**src/rtl/alu_sequencer_if.sv**
```systemverilog
// Command / ALU / response bundle for the ALU sequencer.
// The slave side is the sequencer; the master side drives commands,
// returns ALU results and reads the register file for debug.
interface alu_sequencer_if;
  logic        cmd_valid;
  logic        cmd_ready;
  logic [3:0]  cmd_op;
  logic [1:0]  cmd_dst;
  logic [1:0]  cmd_srca;
  logic [1:0]  cmd_srcb;
  logic [15:0] cmd_imm;
  logic [15:0] alu_a;
  logic [15:0] alu_b;
  logic [3:0]  alu_op;
  logic [15:0] alu_out;
  logic [15:0] alu_hi;
  logic [2:0]  alu_flags;
  logic        rsp_valid;
  logic [15:0] rsp_data;
  logic [15:0] rsp_hi;
  logic [2:0]  rsp_flags;
  logic        rsp_err;
  logic [1:0]  rd_addr;
  logic [15:0] rd_data;

  modport slave (
    input  cmd_valid, cmd_op, cmd_dst, cmd_srca, cmd_srcb, cmd_imm,
    input  alu_out, alu_hi, alu_flags, rd_addr,
    output cmd_ready, alu_a, alu_b, alu_op,
    output rsp_valid, rsp_data, rsp_hi, rsp_flags, rsp_err, rd_data
  );

  modport master (
    output cmd_valid, cmd_op, cmd_dst, cmd_srca, cmd_srcb, cmd_imm,
    output alu_out, alu_hi, alu_flags, rd_addr,
    input  cmd_ready, alu_a, alu_b, alu_op,
    input  rsp_valid, rsp_data, rsp_hi, rsp_flags, rsp_err, rd_data
  );
endinterface

```
**src/rtl/alu_sequencer.sv**
```systemverilog
// Three-state command sequencer around an external combinational ALU.
// IDLE accepts a command and snapshots its operands, ISSUE presents them
// to the ALU, and the ISSUE->DONE edge captures the result and writes back.
module alu_sequencer (
  input  logic              clk,
  input  logic              rst_n,
  alu_sequencer_if.slave    bus
);
  typedef enum logic [1:0] {S_IDLE, S_ISSUE, S_DONE} state_t;

  state_t           r_state;
  logic [3:0][15:0] r_regs;
  logic [2:0]       r_status;
  logic [3:0]       r_op;
  logic [1:0]       r_dst;
  logic [15:0]      r_imm;
  logic [15:0]      r_opa;
  logic [15:0]      r_opb;
  logic             r_rsp_valid;
  logic [15:0]      r_rsp_data;
  logic [15:0]      r_rsp_hi;
  logic             r_rsp_err;

  logic             w_issue;
  logic [1:0]       w_dst_hi;

  assign w_issue  = (r_state == S_ISSUE);
  // Wide results spill into the next register, wrapping R3 -> R0.
  assign w_dst_hi = r_dst + 2'd1;

  assign bus.cmd_ready = (r_state == S_IDLE);
  assign bus.alu_a     = w_issue ? r_opa : 16'd0;
  assign bus.alu_b     = w_issue ? r_opb : 16'd0;
  assign bus.alu_op    = w_issue ? r_op  : 4'd0;
  assign bus.rsp_valid = r_rsp_valid;
  assign bus.rsp_data  = r_rsp_data;
  assign bus.rsp_hi    = r_rsp_hi;
  assign bus.rsp_flags = r_status;
  assign bus.rsp_err   = r_rsp_err;
  assign bus.rd_data   = r_regs[bus.rd_addr];

  // FSM, operand snapshot, result capture and register writeback.
  always_ff @(posedge clk) begin
    if (!rst_n) begin
      r_state     <= S_IDLE;
      r_regs      <= '0;
      r_status    <= 3'd0;
      r_op        <= 4'd0;
      r_dst       <= 2'd0;
      r_imm       <= 16'd0;
      r_opa       <= 16'd0;
      r_opb       <= 16'd0;
      r_rsp_valid <= 1'b0;
      r_rsp_data  <= 16'd0;
      r_rsp_hi    <= 16'd0;
      r_rsp_err   <= 1'b0;
    end else begin
      case (r_state)
        S_IDLE: begin
          r_rsp_valid <= 1'b0;
          if (bus.cmd_valid) begin
            r_op    <= bus.cmd_op;
            r_dst   <= bus.cmd_dst;
            r_imm   <= bus.cmd_imm;
            r_opa   <= r_regs[bus.cmd_srca];
            r_opb   <= r_regs[bus.cmd_srcb];
            r_state <= S_ISSUE;
          end
        end
        S_ISSUE: begin
          r_state     <= S_DONE;
          r_rsp_valid <= 1'b1;
          r_rsp_err   <= 1'b0;
          case (r_op)
            4'd0: begin
              r_regs[r_dst] <= r_imm;
              r_rsp_data    <= r_imm;
              r_rsp_hi      <= 16'd0;
              r_status      <= 3'd0;
            end
            4'd1, 4'd2, 4'd5, 4'd6, 4'd7, 4'd8: begin
              r_regs[r_dst] <= bus.alu_out;
              r_rsp_data    <= bus.alu_out;
              r_rsp_hi      <= bus.alu_hi;
              r_status      <= bus.alu_flags;
            end
            4'd3, 4'd4: begin
              r_regs[r_dst]    <= bus.alu_out;
              r_regs[w_dst_hi] <= bus.alu_hi;
              r_rsp_data       <= bus.alu_out;
              r_rsp_hi         <= bus.alu_hi;
              r_status         <= bus.alu_flags;
            end
            4'd9: begin
              r_rsp_data <= bus.alu_out;
              r_rsp_hi   <= bus.alu_hi;
              r_status   <= bus.alu_flags;
            end
            default: begin
              // Illegal op: report only, status and registers untouched.
              r_rsp_err  <= 1'b1;
              r_rsp_data <= 16'd0;
              r_rsp_hi   <= 16'd0;
            end
          endcase
        end
        S_DONE: begin
          r_rsp_valid <= 1'b0;
          r_state     <= S_IDLE;
        end
        default: r_state <= S_IDLE;
      endcase
    end
  end
endmodule

```
**src/flat_wrapper.sv**
```systemverilog
// flat-port wrapper written by rule: the top's interface ports become plain ports
module alu_sequencer_flat 
  (clk, rst_n, bus_cmd_valid, bus_cmd_op, bus_cmd_dst, bus_cmd_srca, bus_cmd_srcb, bus_cmd_imm, bus_alu_out, bus_alu_hi, bus_alu_flags, bus_rd_addr, bus_cmd_ready, bus_alu_a, bus_alu_b, bus_alu_op, bus_rsp_valid, bus_rsp_data, bus_rsp_hi, bus_rsp_flags, bus_rsp_err, bus_rd_data);
  alu_sequencer_if bus_i ();
  input  logic clk;
  input  logic rst_n;
  input wire logic [$bits(bus_i.cmd_valid)-1:0] bus_cmd_valid;
  input wire logic [$bits(bus_i.cmd_op)-1:0] bus_cmd_op;
  input wire logic [$bits(bus_i.cmd_dst)-1:0] bus_cmd_dst;
  input wire logic [$bits(bus_i.cmd_srca)-1:0] bus_cmd_srca;
  input wire logic [$bits(bus_i.cmd_srcb)-1:0] bus_cmd_srcb;
  input wire logic [$bits(bus_i.cmd_imm)-1:0] bus_cmd_imm;
  input wire logic [$bits(bus_i.alu_out)-1:0] bus_alu_out;
  input wire logic [$bits(bus_i.alu_hi)-1:0] bus_alu_hi;
  input wire logic [$bits(bus_i.alu_flags)-1:0] bus_alu_flags;
  input wire logic [$bits(bus_i.rd_addr)-1:0] bus_rd_addr;
  output wire logic [$bits(bus_i.cmd_ready)-1:0] bus_cmd_ready;
  output wire logic [$bits(bus_i.alu_a)-1:0] bus_alu_a;
  output wire logic [$bits(bus_i.alu_b)-1:0] bus_alu_b;
  output wire logic [$bits(bus_i.alu_op)-1:0] bus_alu_op;
  output wire logic [$bits(bus_i.rsp_valid)-1:0] bus_rsp_valid;
  output wire logic [$bits(bus_i.rsp_data)-1:0] bus_rsp_data;
  output wire logic [$bits(bus_i.rsp_hi)-1:0] bus_rsp_hi;
  output wire logic [$bits(bus_i.rsp_flags)-1:0] bus_rsp_flags;
  output wire logic [$bits(bus_i.rsp_err)-1:0] bus_rsp_err;
  output wire logic [$bits(bus_i.rd_data)-1:0] bus_rd_data;
  assign bus_i.cmd_valid = bus_cmd_valid;
  assign bus_i.cmd_op = bus_cmd_op;
  assign bus_i.cmd_dst = bus_cmd_dst;
  assign bus_i.cmd_srca = bus_cmd_srca;
  assign bus_i.cmd_srcb = bus_cmd_srcb;
  assign bus_i.cmd_imm = bus_cmd_imm;
  assign bus_i.alu_out = bus_alu_out;
  assign bus_i.alu_hi = bus_alu_hi;
  assign bus_i.alu_flags = bus_alu_flags;
  assign bus_i.rd_addr = bus_rd_addr;
  assign bus_cmd_ready = bus_i.cmd_ready;
  assign bus_alu_a = bus_i.alu_a;
  assign bus_alu_b = bus_i.alu_b;
  assign bus_alu_op = bus_i.alu_op;
  assign bus_rsp_valid = bus_i.rsp_valid;
  assign bus_rsp_data = bus_i.rsp_data;
  assign bus_rsp_hi = bus_i.rsp_hi;
  assign bus_rsp_flags = bus_i.rsp_flags;
  assign bus_rsp_err = bus_i.rsp_err;
  assign bus_rd_data = bus_i.rd_data;
  alu_sequencer u_core (.clk(clk), .rst_n(rst_n), .bus(bus_i));
endmodule
```
**config.mk**
```make
export PLATFORM = sky130hd
export DESIGN_NAME = alu_sequencer_flat
export DESIGN_NICKNAME = d
export VERILOG_FILES = /design/src/rtl/alu_sequencer_if.sv /design/src/rtl/alu_sequencer.sv /design/src/flat_wrapper.sv
export SDC_FILE = /design/constraint.sdc
export NUM_CORES = 1
export LEC_CHECK = 0
export CAP_MARGIN = 10
export CORE_MARGIN = 10
export CORE_UTILIZATION = 30
export DETAILED_ROUTE_END_ITERATION = 10
export GPL_ROUTABILITY_DRIVEN = 0
export PLACE_DENSITY_LB_ADDON = 0.15
export SLEW_MARGIN = 20
export SYNTH_ARGS = -nofsm -noshare
export SYNTH_HDL_FRONTEND = slang
export SYNTH_SLANG_ARGS = --single-unit
```
**constraint.sdc**
```tcl
create_clock -name clk -period 5.74 [get_ports clk]
set_input_delay 1.148 -clock clk [delete_from_list [all_inputs] [get_ports clk]]
set_output_delay 1.148 -clock clk [all_outputs]
set_load 0.01 [all_outputs]
```
* Yosys cells after proc, flatten, opt, wreduce, memory -nomap -nowiden
Index checks and enable logic that the tools add are counted.
** Storage, ports and cells
- Register bits :: 157
- Input port bits :: 66
- Output and inout port bits :: 90
- Logic and storage cells :: 74
** Cells by class
- $add $sub $neg :: 1
- Magnitude comparators :: 7
- Equality and inequality tests :: 12
- Mux-type cells :: 24
- Reductions and logical operators :: 15
** Operators by type and width (count)
- 64-bit bitwise mux :: 3
- 64-bit case mux with 3 select lines :: 1
- 16-bit 2-to-1 mux :: 8
- 16-bit binary-select mux with 2-bit select :: 3
- 16-bit demux with 2-bit select :: 2
- 16-bit case mux with 2 select lines :: 1
- 4-bit by 3-bit equality test with 1-bit output (second input constant) :: 4
- 2-bit by 3-bit < comparator with 1-bit output (second input constant) :: 5
- 10-bit OR reduction :: 1
- 9-bit OR reduction :: 1
- 4-bit by 2-bit equality test with 1-bit output (second input constant) :: 2
- 4-bit equality test (second input constant) :: 2
- 3-bit case mux with 2 select lines :: 1
- 2-bit AND reduction :: 3
- 6-bit OR reduction :: 1
- 4-bit by 1-bit equality test with 1-bit output (second input constant) :: 1
- 2-bit by 1-bit >= comparator with 1-bit output (second input constant) :: 2
- 4-bit logical NOT :: 1
- 4-bit 2-to-1 mux :: 1
- 2-bit case mux with 2 select lines :: 1
- 2-bit nonzero test :: 2
- 2-bit OR reduction :: 2
- 3-bit nonzero test :: 1
- 2-bit by 1-bit adder with 2-bit output (second input constant) :: 1
- other kinds (8) :: 9

* Longest topological paths before layout
- Word-level depth :: 7
- Mapped depth :: 7
- Mapped depth without buffers :: 4

* Least setup slack after synthesis
OpenSTA, ideal clock, no wires.
- Path kind :: input to output
- Start :: input port bus_rd_addr[0]
- End :: output port bus_rd_data[10]
- Data arrival time :: 2.428 ns
- Required time :: 4.592 ns
- Path slack :: 2.164 ns
- Stages on the path :: 3
- Path buffers :: 2
- Path through :: clkbuf_1 -> buf_2 -> mux4_2
** On the way
- Word-level cells in the longest chain between the ends :: 2
** Ends and longest elaborated chain
- from (decl) :: RTL line flat_wrapper.sv:16 : input wire logic [$bits(bus_i.rd_addr)-1:0] bus_rd_addr;
- 16-bit binary-select mux with 2-bit select :: RTL line alu_sequencer.sv:40 : assign bus.rd_data = r_regs[bus.rd_addr];
- 16-bit 2-to-1 mux (not written as such) :: RTL line alu_sequencer.sv:40
- to (decl) :: RTL line flat_wrapper.sv:26 : output wire logic [$bits(bus_i.rd_data)-1:0] bus_rd_data;
No other way between the ends. The select of a mux whose other input is x is not followed.

* Worst setup path after layout
- Start :: input port bus_rd_addr[1]
- End :: output port bus_rd_data[11]
Same word-level chain as after synthesis.

==> flow_metrics.tcl <==
set metrics [dict create \
    status "finished, final reports clean" \
    dr.first_iter.drc_count 738 \
    start_kind "input pin" \
    worst_slew_pin_slew_ns 1.107 \
    drtPass1Iterations 5 \
    synth_ff_type "dfxtp_1" \
    timing.rr.start "u_core.r_dst[1]" \
    final_cells 1482 \
    hold_violations 0 \
    grt_use_met1_pct 27.05 \
    fin_nets 1144 \
    cts_resized 0 \
    drive_gt1_share_pct 17.23 \
    start_util_pct 30.46 \
    ctsHoldBuffers 0 \
    yosysSeqAreaShare_pct 34.81 \
    drc 0 \
    cts-buffers-inserted 17 \
    cts.sinks 157 \
    worstHoldStart "u_core.r_opb[4]" \
    syn_avg_cell_area_sq_um 9.185 \
    grt_pass1_vias 8131 \
    synthesis.nets 1049 \
    cp_max_fo 16 \
    finClkSkew_ns 0.01279 \
    die_y_um 193.5 \
    synth_cell_types 43 \
    grt_pass1_wl_mm 53.85 \
    relSlewSlack_pct 26.11 \
    grt_max_degree 114 \
    path_cells "clkdlybuf4s50_1 > mux4_2 > clkdlybuf4s50_1" \
    grt_setup_unrepaired "false" \
    post_drt_wl_per_cell_um 23.50 \
    r2r_slack_ns 2.86 \
    syn_inst 983 \
    p_per_area_mw_per_mm2 257.3 \
    holdWs_ns 0.4615 \
    cts_setup_buffers 0 \
    dpl.hpwl_mm 24.53 \
    synth_edf_count 0 \
    die_w_um 193.5 \
    clkTransAtPathRegs_ns 0.06 \
    cp.required_ns 4.59 \
    cts-htree-levels 4 \
    crit_buf_inv 2 \
    maxSlewViolCount 0 \
    grtUsageMet2_pct 24.76 \
    p_leak_uw 0.003778 \
    ant_nets 0 \
    synth_warnings 0 \
    clk_latency_ns 0.43 \
    holdPathEnd "u_core.r_opb[4]" \
    ctsLongestPathBuffers 2 \
    io_buffers 155 \
    peakVddDrop_uv 177.6 \
    antenna_found_initial 1 \
    syn_area_sq_mm 0.009029 \
    max_stage_delay_ns 1.03 \
    gr-total-overflow 0 \
    cts_tree "built" \
    setup_tns_ns 0 \
    cts-root-buf "clkbuf_16" \
    cap_viol_max_count 0 \
    synth-async-reset-ratio_pct 0 \
    grt_busiest_layer "met1" \
    grt_usage_pct 17.97 \
    via_per_inst 5.723 \
    grtUsageMet3_pct 4.824 \
    die_area_sq_mm 0.03743 \
    cpMaxStageDelayCell "clkdlybuf4s50_1" \
    min_period_over_period_pct 74.16 \
    synth_seq_cells 157 \
    hold_path_depth 2 \
    finalSetupViolCount 0 \
    syn_to_final_growth_pct 26.58 \
    fin_crit_ns 4.257 \
    rr_worst_depth 4 \
    rows 63 \
    vias 8482 \
    ioPinCount 156 \
    core_area_sq_mm 0.02964 \
    critPathKind "in -> out" \
    cp.arrival_ns 3.11 \
    dpl.cell_count 1448 \
    wirelength_mm 34.83 \
    crit_family "buffers and inverters" \
    hold_class "reg -> reg" \
    cp-end-kind "output pin" \
    max_freq_ghz 0.2349 \
    crit_top_cell "clkdlybuf4s50_1" \
]
-- synthesized netlist by cell type (all sizes together) (28+ instances only) --
library cell | number | area, sq um
nand2 | 128 | 480.5
nand4 | 32 | 200.2
mux4 | 48 | 1081
a21oi | 56 | 295.3
mux2 | 64 | 720.7
dfxtp | 157 | 3143
nand3 | 48 | 240.2
a21boi | 72 | 548.0
a221oi | 64 | 560.5
o21ai | 73 | 365.4
and2 | 37 | 231.5
buf | 28 | 143.9
clkbuf | 70 | 262.8
-- layout make-up --
| type | count | area [sq um] |
|---|---|---|
| clock buffers | 19 | 432.9 |
| diodes | 1 | 2.502 |
| repair buffers | 174 | 1703 |
| multi-input cells | 725 | 5517 |
| flip-flops and latches | 157 | 3143 |
| inverters | 3 | 11.26 |
| fillers | 3041 | 18210 |
| well taps | 390 | 488.0 |
| clock inverters | 13 | 131.4 |
-- worst min-delay path: cells and delay by family, from the launching register on --
kind	cells	cell delay, ns
simple gates	1	0.04
flops	1	0.30
compound gates	1	0.06
-- worst max-delay path by stage --
stage                        start               to  slack (ns)  cells past startpoint
floorplan           bus_rd_addr[0]  bus_rd_data[10]        2.16                      3
global placement    bus_rd_addr[1]   bus_rd_data[9]        1.44                      3
detailed placement  bus_rd_addr[1]  bus_rd_data[11]        1.42                      3
CTS                 bus_rd_addr[1]  bus_rd_data[11]        1.42                      3
global route        bus_rd_addr[1]  bus_rd_data[11]        1.36                      3
finish              bus_rd_addr[1]  bus_rd_data[11]        1.48                      3
-- report_power, final --
group	total, uW	switching, uW	internal (uW)	leakage, uW
combinational	564	305	259	0.00223
sequential	1240	91.4	1150	0.00128
clock	1130	526	609	0.000265
-- metrics by stage --
| step | instance area (sq um) | setup slack, ns | util, % | power (uW) |
|---|---|---|---|---|
| after floorplan | 9029 | 2.164 | - | 1573 |
| after global placement | 10840 | 1.441 | 36.56 | 1819 |
| after CTS | 11400 | 1.420 | 38.47 | 2958 |
| after global routing | 11430 | 1.363 | 38.56 | 3069 |
| after detailed placement | 10840 | 1.420 | 36.57 | 1824 |
| final | 11430 | 1.483 | 38.56 | 2941 |
-- placed cells by master (no fill, tap or decap), types with 4 or more instances in the layout --
| cell type | Yosys | layout |
|---|---|---|
| dfxtp_1 | 157 | 157 |
| clkdlybuf4s50_1 | 0 | 153 |
| nand2_1 | 128 | 127 |
| a21boi_0 | 70 | 70 |
| o21ai_0 | 66 | 66 |
| mux2_2 | 64 | 64 |
| a221oi_1 | 64 | 64 |
| a21oi_1 | 52 | 52 |
| mux4_2 | 48 | 48 |
| nand3_1 | 48 | 48 |
| and2_1 | 37 | 36 |
| nand4_1 | 32 | 32 |
| a22oi_1 | 19 | 19 |
| nor2_1 | 19 | 18 |
| buf_4 | 3 | 18 |
| clkbuf_16 | 0 | 17 |
| a31oi_1 | 16 | 16 |
| nor3b_1 | 16 | 16 |
| nor2b_1 | 6 | 5 |
| o21ai_1 | 7 | 4 |
| a21oi_2 | 4 | 4 |
| clkinvlp_4 | 0 | 4 |
| inv_6 | 0 | 4 |
-- layer usage --
layer  routed length, um  share of wire, %
met1               17450                50
met3                2888               8.3
met4                 201              0.58
met5                   0                 0
met2               14290                41
-- logic make-up after synthesis --
group	count (synthesis)	share of synthesized area, %
AOI/OAI and AO/OA	313	24.06
and+or+nand+nor	300	16.55
DFF	157	34.81
muxes	112	19.96
buffers and inverters	101	4.629
(Power assumes the default switching activity.)
